===== config.mk =====
export PLATFORM = sky130hd
export DESIGN_NAME = choice_sequencer
export DESIGN_NICKNAME = d
export VERILOG_FILES = /design/src/rtl/choice_sequencer.sv
export SDC_FILE = /design/constraint.sdc
export NUM_CORES = 1
export LEC_CHECK = 0
export BUFFER_PORTS_ARGS = -buffer_cell sky130_fd_sc_hd__buf_4
export CORE_AREA = 2 2 67 69
export DETAILED_ROUTE_END_ITERATION = 6
export DIE_AREA = 0 0 69 71
export PLACE_DENSITY = 0.73
export SETUP_SLACK_MARGIN = 0.4
export SLEW_MARGIN = 20
export SYNTH_ARGS = -nofsm -noshare
export SYNTH_HDL_FRONTEND = slang
export SYNTH_SLANG_ARGS = --single-unit

===== constraint.sdc =====
create_clock -name Clock -period 3.64 [get_ports Clock]
set_input_delay 0.182 -clock Clock [delete_from_list [all_inputs] [get_ports Clock]]
set_output_delay 0.182 -clock Clock [all_outputs]
set_load 0.05 [all_outputs]

===== src/rtl/choice_sequencer.sv =====
// Channel scanner: steps Choice between latched bounds, holding each
// value DWELL cycles, with pause, stop, loop and direction control.
module choice_sequencer #(
  parameter int unsigned DWELL = 4
) (
  input  logic       Clock,
  input  logic       Reset,
  input  logic       Start,
  input  logic       Stop,
  input  logic       Pause,
  input  logic       Loop,
  input  logic       Dir,
  input  logic [3:0] Low,
  input  logic [3:0] High,
  output logic [3:0] Choice,
  output logic       Busy,
  output logic       Wrap,
  output logic       Done
);

  typedef enum logic [1:0] {
    IDLE  = 2'd0,
    RUN   = 2'd1,
    PAUSE = 2'd2
  } state_e;

  localparam logic [7:0] CNT_LAST = 8'(DWELL - 1);

  state_e     state_q, state_d;
  logic [3:0] choice_q, choice_d;
  logic [3:0] low_q, low_d;
  logic [3:0] high_q, high_d;
  logic       dir_q, dir_d;
  logic       loop_q, loop_d;
  logic [7:0] cnt_q, cnt_d;
  logic       busy_q, busy_d;
  logic       wrap_q, wrap_d;
  logic       done_q, done_d;

  logic       step;
  logic       at_end;
  logic [3:0] start_bound;

  assign at_end      = dir_q ? (choice_q == low_q)
                             : (choice_q == high_q);
  assign start_bound = dir_q ? high_q : low_q;

  always_comb begin
    state_d  = state_q;
    choice_d = choice_q;
    low_d    = low_q;
    high_d   = high_q;
    dir_d    = dir_q;
    loop_d   = loop_q;
    cnt_d    = cnt_q;
    wrap_d   = 1'b0;
    done_d   = 1'b0;
    step     = 1'b0;

    unique case (state_q)
      IDLE: begin
        if (Start && (Low <= High)) begin
          low_d    = Low;
          high_d   = High;
          dir_d    = Dir;
          loop_d   = Loop;
          choice_d = Dir ? High : Low;
          cnt_d    = 8'd0;
          state_d  = RUN;
        end
      end
      RUN: begin
        if (Stop) begin
          state_d = IDLE;
        end else if (Pause) begin
          state_d = PAUSE;
        end else begin
          step = 1'b1;
        end
      end
      PAUSE: begin
        if (Stop) begin
          state_d = IDLE;
        end else if (!Pause) begin
          // the resume edge is itself a counted dwell cycle
          state_d = RUN;
          step    = 1'b1;
        end
      end
      default: begin
        state_d = IDLE;
      end
    endcase

    if (step) begin
      if (cnt_q == CNT_LAST) begin
        cnt_d = 8'd0;
        if (at_end) begin
          if (loop_q) begin
            choice_d = start_bound;
            wrap_d   = 1'b1;
          end else begin
            done_d  = 1'b1;
            state_d = IDLE;
          end
        end else if (dir_q) begin
          choice_d = choice_q - 4'd1;
        end else begin
          choice_d = choice_q + 4'd1;
        end
      end else begin
        cnt_d = cnt_q + 8'd1;
      end
    end

    busy_d = (state_d != IDLE);
  end

  always_ff @(posedge Clock or posedge Reset) begin
    if (Reset) begin
      state_q  <= IDLE;
      choice_q <= 4'd0;
      low_q    <= 4'd0;
      high_q   <= 4'd0;
      dir_q    <= 1'b0;
      loop_q   <= 1'b0;
      cnt_q    <= 8'd0;
      busy_q   <= 1'b0;
      wrap_q   <= 1'b0;
      done_q   <= 1'b0;
    end else begin
      state_q  <= state_d;
      choice_q <= choice_d;
      low_q    <= low_d;
      high_q   <= high_d;
      dir_q    <= dir_d;
      loop_q   <= loop_d;
      cnt_q    <= cnt_d;
      busy_q   <= busy_d;
      wrap_q   <= wrap_d;
      done_q   <= done_d;
    end
  end

  assign Choice = choice_q;
  assign Busy   = busy_q;
  assign Wrap   = wrap_q;
  assign Done   = done_q;

endmodule


==> key figures, run 1 <==
Clock network
  – Cts repair resizes: 0
  – H-Tree Depth: 1
  – # hold bufs at CTS: 0
  – CTS root buffer: clkbuf_8
  – Clock latency on the worst-skew pair: 0.28 ns
  – Clock buffer depth: 2
  – Clock transition at path regs: approximately 0.09 ns
  – Inserted Clock Buffers: 3
  – CTS tree: yes
  – Clk sinks: 27
  – # Post-CTS Setup Buffers: 0

Power and ir drop
  – Worst VDD drop: ~0.00024 V
  – PwrDens: 716 nW/um2
  – Lkg Pwr: 0.955 nW
  – Overall Power: between 1 and 1.5 mW

Finish
  – Fill count: 418
  – Antenna Diode Count: 0
  – Final core utilization: 48.7%
  – Area grow syn2layout: 12.4%
  – Share of cells above drive strength 1: between 10% and 20%
  – Count of nets after finishing: 233

Floorplan
  – Core area: between 4000 and 5000 um2
  – Starting Density: between 40% and 50%
  – Die width: between 60 and 70 um
  – IO Count: 22
  – Row cnt: 24
  – Die area: around 5000 um2
  – Die Ht: 71 um

Global route
  – Grt ovf: 0
  – Initial antenna violation count: 0
  – First-pass GRT wire length: 6200 um
  – Largest net degree at the start of global routing: 29
  – Number of global-route vias before repair: 1,398
  – GRT Total Usage: between 10% and 20%

Timing
  – Pins over their slew limit: 0
  – Max Clock Skew: between 0.002 and 0.003 ns
  – Slew @ Worst Pin: 0.938 ns
  – Hold Vio Cnt, Final: 27
  – Fmax: roughly 430 MHz
  – RSZ-0062 raised after global routing: false
  – Final period util: approximately 64%
  – Setup tns final: 0 ns
  – Hold WS: -0.0352 ns
  – Relative slew slack: between 30% and 40%
  – Crit path time final: approximately 2.3 ns
  – Setup WS post-layout: about 1.3 ns
  – # setup viols final: 0

Setup path
  – CP startpoint kind: flop
  – Crit-path max cell delay: 0.78 ns
  – Crit path cell chain: mux2i_1 > xnor2_1 > o41ai_1 > o2111ai_1 > o211ai_1
  – Critical path's slowest cell: o41ai_1
  – Worst Path Arrival: between 2 and 3 ns
  – Crit-path max FO: 16
  – Worst setup path class: flop to flop
  – Crit. End Element: flop
  – WP data required: approximately 3.8 ns

Synth
  – Synth unique cells: 43
  – Syn Inst Count: 189
  – Yosys reg bits: 27
  – EDFF count, synth: 0
  – Post-synthesis cell area: approximately 1800 um2
  – FFs w/ async S/R, synth: 100%
  – Mapped Nets: about 220
  – Post-synthesis sequential area ratio: between 30 and 40%
  – Synth Warn #: 0
  – Ys flop type: dfrtp_1
  – Syn Area/Cell: approximately 9.6 um2

Route
  – WL/cell: roughly 14 um
  – DRT Pass-1 Iters: 4
  – DRC violations left: 0
  – Initial drt markers: 86
  – Drt via density: about 5.6
  – Post-route ant nets: 0
  – Vias: around 1,400
  – Routed WL: ~3600 um

Placed design
  – DPL Wire Length: between 2000 and 3000 um
  – RD Place Congestion: just over 0.8
  – IO Port Bufs: 21
  – DP Worst Slack: 1.29 ns

Status
  – Violated checks: hold timing
  – Status: finished with violations

Worst hold path
  – Hold Path Class: input port to asynchronous set/reset pin

Flow run
  – # Max-Cap Violations: 0
==> synth_stat cells (2+ instances only) <==
library cell  count  share of area [%]
a211o_1           3                1.4
a21o_1            6                2.5
a21oi_1           7                1.9
a22o_1            5                2.4
a31oi_1           2               0.69
a41o_1            3                1.7
and2_1            3                1.0
and3_1            3                1.0
buf_1             2               0.41
clkbuf_1          5                1.0
dfrtp_1          27                 37
ha_1             11                7.6
inv_1            12                2.5
mux2_2            7                4.3
mux2i_1           8                4.4
nand2_1          17                3.5
nand2b_1          5                1.7
nand3_1           8                2.2
nor2_1            8                1.7
nor2b_1           3                1.0
nor3_1            2               0.55
nor3b_1           2               0.83
nor4b_1           2               0.96
o2111ai_1         4                1.9
o211ai_1          2               0.83
o21a_1            2               0.83
o21ai_0           7                1.9
xnor2_1           8                3.9
==> registers in the layout, summed over array words and instances (netlist names) <==
register  count
Done          1
loop_q        1
state_q       2
cnt_q         8
low_q         4
high_q        4
dir_q         1
Choice        4
Wrap          1
Busy          1
==> critical path, delay by kind of cell, from the launching register on <==
kind | cells | cell delay, ns
AO/OA/AOI/OAI | 3 | 1.13
XOR/XNOR | 1 | 0.14
flip-flops | 1 | 0.70
multiplexers | 1 | 0.29
==> cell usage in the layout, fill, tap and decap left out, drive strengths merged, types with 6 or more instances in the layout <==
cell    n
mux2i   8
xnor2   8
buf    21
ha     11
nand3   8
o21ai   7
a21oi   7
dfrtp  27
nor2    8
inv    12
a21o    6
mux2    7
nand2  17
==> metrics by stage <==
| stage | area (um2) | instances |
|---|---|---|
| finish | 2050 | 257 |
| global route | 2050 | 257 |
| CTS | 2050 | 257 |
| detailed placement | 2000 | 253 |
| global placement | 2000 | 253 |
| floorplan | 1820 | 189 |
==> layer usage <==
metal / track usage (%) / vias up / wire length (um)
met5: 0 / - / 0
met4: 6.54 / 0 / 68
met3: 2.56 / 6 / 142
met2: 25.0 / 29 / 1650
met1: 20.9 / 701 / 1750
li1: - / 712 / -
==> cell type report <==
class,instances,area [um2],share of cell area (%)
clock buffer,3,41.3,2.02
clock inverter,1,5.00,0.245
inverter,12,45.0,2.20
multi-input combinational,141,1060,51.6
sequential,27,676,33.0
tap,52,65.1,3.18
timing repair buffer,21,158,7.71
==> power breakdown <==
group / switching, mW / leakage (nW) / internal, mW / total, mW
Clock: 0.0953 / 0.0255 / 0.0768 / 0.172
Sequential: 0.135 / 0.340 / 0.399 / 0.535
Combinational: 0.407 / 0.589 / 0.350 / 0.758
Total: 0.638 / 0.955 / 0.827 / 1.46
==> path summary, 6_finish.rpt <==
kind / from / slack [ns] / cells past startpoint / endpoint
min in group Clock: Loop / 0.14 / 2 / loop_q$_DFFE_PP0P_
max in group asynchronous: Reset / 3.29 / 2 / Done$_DFF_PP0_
hold reg to reg: high_q[1]$_DFFE_PP0P_ / 0.51 / 2 / high_q[1]$_DFFE_PP0P_
setup reg to reg: dir_q$_DFFE_PP0P_ / 1.30 / 5 / Choice[3]$_DFF_PP0_
hold / removal: Reset / -0.04 / 2 / Choice[1]$_DFF_PP0_
setup / recovery: dir_q$_DFFE_PP0P_ / 1.30 / 5 / Choice[3]$_DFF_PP0_
==> logic make-up (layout without fill, tap and decap cells) <==
logic type | count (synthesis) | count (layout) | share of synthesized area [%]
and+or+nand+nor | 58 | 58 | 17.3
xor gates and xnor gates | 9 | 9 | 4.33
AOI/OAI and AO/OA | 47 | 47 | 19.0
muxes | 15 | 15 | 8.73
buffers and inverters | 21 | 37 | 4.81
adders and majority gates | 12 | 12 | 8.67
DFF | 27 | 27 | 37.1
(Power assumes the default switching activity.)
==> run 2: changes to the inputs <==
PLACE_DENSITY = 0.75   (was 0.73)
clock period = 1.9 ns   (was 3.64 ns; I/O delays follow)
==> run 2 against run 1 <==
Against the previous run:
- the run now ends clean
- hold slack better by 0.089 ns
- setup slack got worse by 1.3 ns
- non-clock buffer count is 33 higher
- routed wire length grew 41%
- critical path depth is 2 higher
- register-to-register slack worse by 1.3 ns
- clock power up 96%
- global-route usage rose by 5.0 points
- sequential power rose by 100%
- final cell count rose by 13%
- combinational power rose to 3.3 times the previous value
- die area is the same
- highest routed layer unchanged
==> key figures, run 2 (synthesis gave the netlist of run 1 again) <==
Finish
  – Multi-input logic area: 1310 um2 (+24%)
  – Area grow syn2layout: 44.8%
  – Fill count: 352 (-16%)
  – Max FFs per register: 8 (unchanged)
  – Cell area after layout: 2630 um2 (+29%)
  – Register with the highest flop count: cnt_q
  – Register area: 682 um2 (+0.93%)
  – Antenna Diode Count: 0 (unchanged)
  – Share of cells above drive strength 1: 44.1% (+27 points)
  – Count of nets after finishing: 266 (+14%)
  – Final core utilization: 62.6% (+14 points)
  – Most frequent cells in the layout: buf_4 (42), dfrtp_1 (22), nand2_1 (15), inv_1 (9), ha_1 (9)
  – Most common cell after layout, fill and taps aside: buf_4

Timing
  – RSZ-0062 raised after global routing: true
  – Slew @ Worst Pin: 0.363 ns (-0.575 ns)
  – Final period util: 97.8% (+34 points)
  – Crit path time final: 1.86 ns (-0.479 ns)
  – Hold WS: 0.0535 ns (+0.0887 ns)
  – Hold Vio Cnt, Final: 0 (-100%)
  – Relative slew slack: 75.8% (+38 points)
  – Setup WS post-layout: 0.0419 ns (-1.26 ns)
  – Pins over their slew limit: 0 (unchanged)
  – Fmax: 538 MHz (+26%)
  – Max Clock Skew: 0.0123 ns (+0.00930 ns)
  – # setup viols final: 0 (unchanged)

Route
  – Drt via density: 5.56 (-1.3%)
  – DRC violations left: 0 (unchanged)
  – WL/cell: 17.5 um (+25%)
  – Initial drt markers: 70 (-19%)
  – Routed WL: 5070 um (+41%)
  – Post-route ant nets: 0 (unchanged)
  – DRT Pass-1 Iters: 4 (unchanged)
  – Vias: 1,613 (+11%)

Placed design
  – Placed cell area: 2200 um2 (+10%)
  – DPL Wire Length: 3270 um (+20%)
  – DP Worst Slack: -0.00467 ns (-1.29 ns)
  – IO Port Bufs: 21 (unchanged)
  – RD Place Congestion: 0.824 (+0.21%)

Floorplan
  – Row cnt: 24 (unchanged)
  – IO Count: 22 (unchanged)
  – Starting Density: 43.3% (unchanged)
  – Die width: 69 um (unchanged)
  – Die Ht: 71 um (unchanged)
  – Die area: 4900 um2 (unchanged)
  – Core area: 4200 um2 (unchanged)

Flow run
  – # Max-Cap Violations: 0 (unchanged)

Clock network
  – CTS root buffer: clkbuf_8
  – Clock latency on the worst-skew pair: 0.28 ns (about the same)
  – Clk sinks: 27 (unchanged)
  – Clock transition at path regs: 0.10 ns (about the same)
  – Inserted Clock Buffers: 3 (unchanged)
  – Clock buffer depth: 2 (unchanged)
  – H-Tree Depth: 1 (unchanged)
  – CTS tree: yes

Global route
  – GRT Total Usage: 20.5% (+5.0 points)
  – Initial antenna violation count: 0 (unchanged)
  – First-pass GRT wire length: 8020 um (+29%)
  – Largest net degree at the start of global routing: 28 (-3.4%)
  – Number of global-route vias before repair: 1,653 (+18%)
  – Grt ovf: 0 (unchanged)

Power and ir drop
  – Worst VDD drop: 0.000546 V (+130%)
  – Lkg Pwr: 1.21 nW (+27%)
  – Overall Power: 3.93 mW (+170%)
  – PwrDens: 1490 nW/um2 (+110%)

Setup path
  – Critical path's slowest cell: dfrtp_2
  – Crit-path max cell delay: 0.50 ns (-0.28 ns)
  – Crit path cell chain: buf_4 > mux2i_4 > xnor2_4 > nor4_4 > buf_6 > mux2i_2 > a41o_1
  – Crit-path max FO: 8 (-8)
  – Crit path launch: dir_q$_DFFE_PP0P_
  – Reg2Reg Launch Point: dir_q$_DFFE_PP0P_
  – Worst Path Arrival: 2.07 ns (-0.46 ns)
  – CP startpoint kind: flop
  – Crit. End Element: flop
  – WP data required: 2.11 ns (-1.73 ns)
  – Worst setup path class: flop to flop

Worst hold path
  – HP Start: Loop
  – Hold Path Class: input port to flop

Status
  – Status: finished, final reports clean
-- run 2: cell types whose count changed in the layout (fill, tap and decap cells not counted), moves of 3 or more --
cell | previous run | this run
mux2_2 | 7 | 1
dfrtp_1 | 27 | 22
mux2_4 | 0 | 6
a21oi_2 | 0 | 3
dfrtp_2 | 0 | 5
a21oi_1 | 7 | 4
mux2i_2 | 0 | 3
nand3_1 | 8 | 5
xnor2_2 | 0 | 3
mux2i_1 | 8 | 3
buf_6 | 0 | 8
xnor2_1 | 8 | 4
buf_4 | 21 | 42
-- run 2: worst max-delay path: cells and delay by family (launching register included) --
family | cells | cell delay (ns)
and+or+nand+nor | 1 | 0.16
buffers and inverters | 2 | 0.35
xor gates and xnor gates | 1 | 0.12
AOI/OAI and AO/OA | 1 | 0.12
muxes | 2 | 0.53
DFF | 1 | 0.50
-- run 2: metal layers --
metal | vias to the layer above | track usage (%) | part of all wire, %
met5 | - | 0 | 0
met4 | 0 | 6.97 | 1.8
met3 | 10 | 2.42 | 3.6
met2 | 33 | 37.3 | 54
met1 | 792 | 25.3 | 41
li1 | 778 | - | -
-- run 2: final timing paths --
kind	slack, ns	depth (start not counted)	endpoint
min in group asynchronous	0.44	4	cnt_q[4]$_DFFE_PP0P_
max in group asynchronous	1.17	4	Choice[1]$_DFF_PP0_
worst max-delay path	0.04	7	Choice[0]$_DFF_PP0_
worst min-delay path	0.05	2	loop_q$_DFFE_PP0P_
worst min register to register	0.56	2	high_q[1]$_DFFE_PP0P_
worst max register to register	0.04	7	Choice[0]$_DFF_PP0_
-- run 2: layout make-up --
class,count,area share (%)
multi-input cells,141,49.9
flip-flops and latches,27,25.9
repair buffers,54,18.2
well taps,52,2.47
inverters,12,1.81
clock buffers,4,1.71
-- run 2: what timing repair did --
item	CTS	global route
hold buffers	1	0
resized for setup	23	26
buffers inserted	9	5
cloned	0	1
hold endpoints to repair	27	0
pin swaps	14	16
endpoints found under the setup margin	23	25
-- run 2: metrics by stage --
step | std cells | TNS, ns
after detailed placement | 270 | -0.00807
after global routing | 290 | -0.0885
after floorplan | 189 | 0
after CTS | 284 | 0
after global placement | 270 | -0.0138
final | 290 | 0
-- run 2: report_power, final --
group,internal [mW],switching [mW],total [mW],leakage [nW]
Sequential,0.776,0.307,1.08,0.336
Clock,0.151,0.186,0.337,0.0228
Combinational,1.30,1.20,2.50,0.855
Total,2.23,1.69,3.93,1.21
==> run 3: changes to the inputs <==
MAX_ROUTING_LAYER = met4   (was default)
==> run 3 against run 2 <==
Against the previous run:
- clock-buffer cell count unchanged
- clock power about the same
- first-iteration DRC count up 7.1%
- largest cell class unchanged
- critical path depth unchanged
- sequential share of layout area unchanged
- hold slack about the same
- critical path type unchanged
- via count up 1.2%
- fmax about the same
- non-clock buffer count unchanged
- total power up 0.14%
- largest power group unchanged
- critical endpoint unchanged
==> key figures, run 3 (synthesis gave the netlist of run 1 again) <==
Timing
  – RSZ-0062 raised after global routing: true
  – Final period util: 97.9% (about the same)
  – Crit path time final: 1.86 ns (+0.00113 ns)
  – Setup WS post-layout: 0.0408 ns (-0.00113 ns)
  – Fmax: 538 MHz (about the same)
  – Hold WS: 0.0535 ns (+0.0000386 ns)
  – # setup viols final: 0 (unchanged)
  – Slew @ Worst Pin: 0.366 ns (+0.00294 ns)
  – Pins over their slew limit: 0 (unchanged)
  – Hold Vio Cnt, Final: 0 (unchanged)
  – Max Clock Skew: 0.0152 ns (+0.00293 ns)
  – Relative slew slack: 75.6% (-0.20 points)

Route
  – Vias: 1,633 (+1.2%)
  – Routed WL: 5110 um (+0.75%)
  – Wire length on met3: 186 um (+2.2%)
  – Wire length on met2: 2710 um (-0.15%)
  – Drt via density: 5.63 (+1.2%)
  – Initial drt markers: 75 (+7.1%)
  – DRC violations left: 0 (unchanged)
  – Max Used Layer: met4
  – DRT Pass-1 Iters: 4 (unchanged)
  – WL/cell: 17.6 um (+0.75%)
  – Post-route ant nets: 0 (unchanged)
  – M1 wire length: 2110 um (+1.3%)

Global route
  – GRT Total Usage: 21.2% (+0.70 points)
  – Initial antenna violation count: 0 (unchanged)
  – Grt ovf: 0 (unchanged)
  – Largest net degree at the start of global routing: 28 (unchanged)
  – Number of global-route vias before repair: 1,642 (-0.67%)
  – First-pass GRT wire length: 8050 um (+0.35%)

Floorplan
  – Row cnt: 24 (unchanged)
  – Die Ht: 71 um (unchanged)
  – Die area: 4900 um2 (unchanged)
  – Die width: 69 um (unchanged)
  – Starting Density: 43.3% (unchanged)
  – IO Count: 22 (unchanged)
  – Core area: 4200 um2 (unchanged)

Finish
  – Count of nets after finishing: 266 (unchanged)
  – Most frequent cells in the layout: buf_4 (42), dfrtp_1 (22), nand2_1 (15), inv_1 (9), ha_1 (9)
  – Non-Filler Instances: 290 (unchanged)
  – Max FFs per register: 8 (unchanged)
  – Area grow syn2layout: 44.8% (unchanged)
  – Most common cell after layout, fill and taps aside: buf_4
  – Share of cells above drive strength 1: 44.1% (unchanged)
  – Cell area after layout: 2630 um2 (unchanged)
  – Antenna Diode Count: 0 (unchanged)
  – Register with the highest flop count: cnt_q

Clock network
  – Inserted Clock Buffers: 3 (unchanged)
  – Clock latency on the worst-skew pair: 0.28 ns (about the same)
  – CTS root buffer: clkbuf_8
  – Clock buffer depth: 2 (unchanged)
  – Clock transition at path regs: 0.10 ns (about the same)
  – H-Tree Depth: 1 (unchanged)
  – CTS tree: yes
  – Clk sinks: 27 (unchanged)

Status
  – Status: finished, final reports clean

Placed design
  – DP Worst Slack: -0.00467 ns (unchanged)
  – RD Place Congestion: 0.837 (+1.5%)
  – DPL Wire Length: 3270 um (unchanged)
  – IO Port Bufs: 21 (unchanged)
  – Placed cell area: 2200 um2 (unchanged)
  – Placed cell count: 270 (unchanged)

Setup path
  – WP data required: 2.11 ns (about the same)
  – CP startpoint kind: flop
  – Worst setup path class: flop to flop
  – Crit-path max FO: 8 (unchanged)
  – Worst Path Arrival: 2.07 ns (about the same)
  – Crit. End Element: flop
  – Reg2Reg Depth: 7 (unchanged)

Flow run
  – # Max-Cap Violations: 0 (unchanged)

Power and ir drop
  – Clock power frac: 8.7% (about the same)
  – Worst VDD drop: 0.000546 V (about the same)
  – Sw Ratio: 43.2% (+0.083 points)
  – Fraction of power consumed by combinational cells: 63.7% (about the same)
  – P_sw: 1.70 mW (+0.33%)
  – Overall Power: 3.93 mW (+0.14%)
  – P_int: 2.23 mW (about the same)
  – Lkg Pwr: 1.21 nW (unchanged)
  – Sequential Power Share: 27.7% (about the same)
  – PwrDens: 1490 nW/um2 (+0.14%)

Worst hold path
  – Hold Path Class: input port to flop
  – Hold Path Depth: 2 (unchanged)
## run 3: metal layers
| metal | up-vias | track usage (%) |
|---|---|---|
| met4 | 0 | 6.97 |
| met3 | 14 | 2.42 |
| met2 | 42 | 37.2 |
| met1 | 797 | 25.6 |
| met5 | - | - |
| li1 | 780 | - |
## run 3: worst paths after layout
path,from,endpoint,slack [ns]
max,dir_q$_DFFE_PP0P_,Choice[0]$_DFF_PP0_,0.04
min,Loop,loop_q$_DFFE_PP0P_,0.05
max reg2reg,dir_q$_DFFE_PP0P_,Choice[0]$_DFF_PP0_,0.04
min reg2reg,high_q[1]$_DFFE_PP0P_,high_q[1]$_DFFE_PP0P_,0.56
max in group asynchronous,Reset,Choice[1]$_DFF_PP0_,1.17
min in group asynchronous,Reset,cnt_q[4]$_DFFE_PP0P_,0.43
## run 3: stage by stage
| stage | setup TNS, ns | util [%] |
|---|---|---|
| after detailed placement | -0.00807 | 52.4 |
| after global routing | -0.0885 | 62.6 |
| after global placement | -0.0138 | 52.4 |
| after CTS | 0 | 57.5 |
| after floorplan | 0 | - |
| final | 0 | 62.6 |
## run 3: what timing repair did
action	in CTS	in global routing
hold buffers	1	0
setup buffers	9	5
endpoints found under the hold margin	27	0
pin swaps	14	16
endpoints found under the setup margin	23	25
cloned	0	1
resized for setup	23	26
## run 3: final cells by class
type                       count  area, um2
inverter                      12       47.5
fill                         352       1570
tap                           52       65.1
timing repair buffer          54        480
clock buffer                   4       45.0
sequential                    27        682
multi-input combinational    141       1310
## run 3: power by group through the flow
| stage | combinational, mW | sequential, mW | clock [mW] |
|---|---|---|---|
| 2_1_floorplan | 1.25 | 1.12 | 0 |
| 3_3_place_gp | 1.82 | 1.01 | 0 |
| 3_5_place_dp | 1.86 | 1.02 | 0 |
| 4_1_cts | 2.10 | 1.03 | 0.344 |
| 5_1_grt | 2.69 | 1.11 | 0.365 |
| 6_report | 2.50 | 1.09 | 0.340 |
## run 3: critical path, stage by stage (launching register included)
cell	delay, ns
dfrtp_2	0.50
buf_4	0.17
mux2i_4	0.30
xnor2_4	0.12
nor4_4	0.16
buf_6	0.18
mux2i_2	0.23
a41o_1	0.12
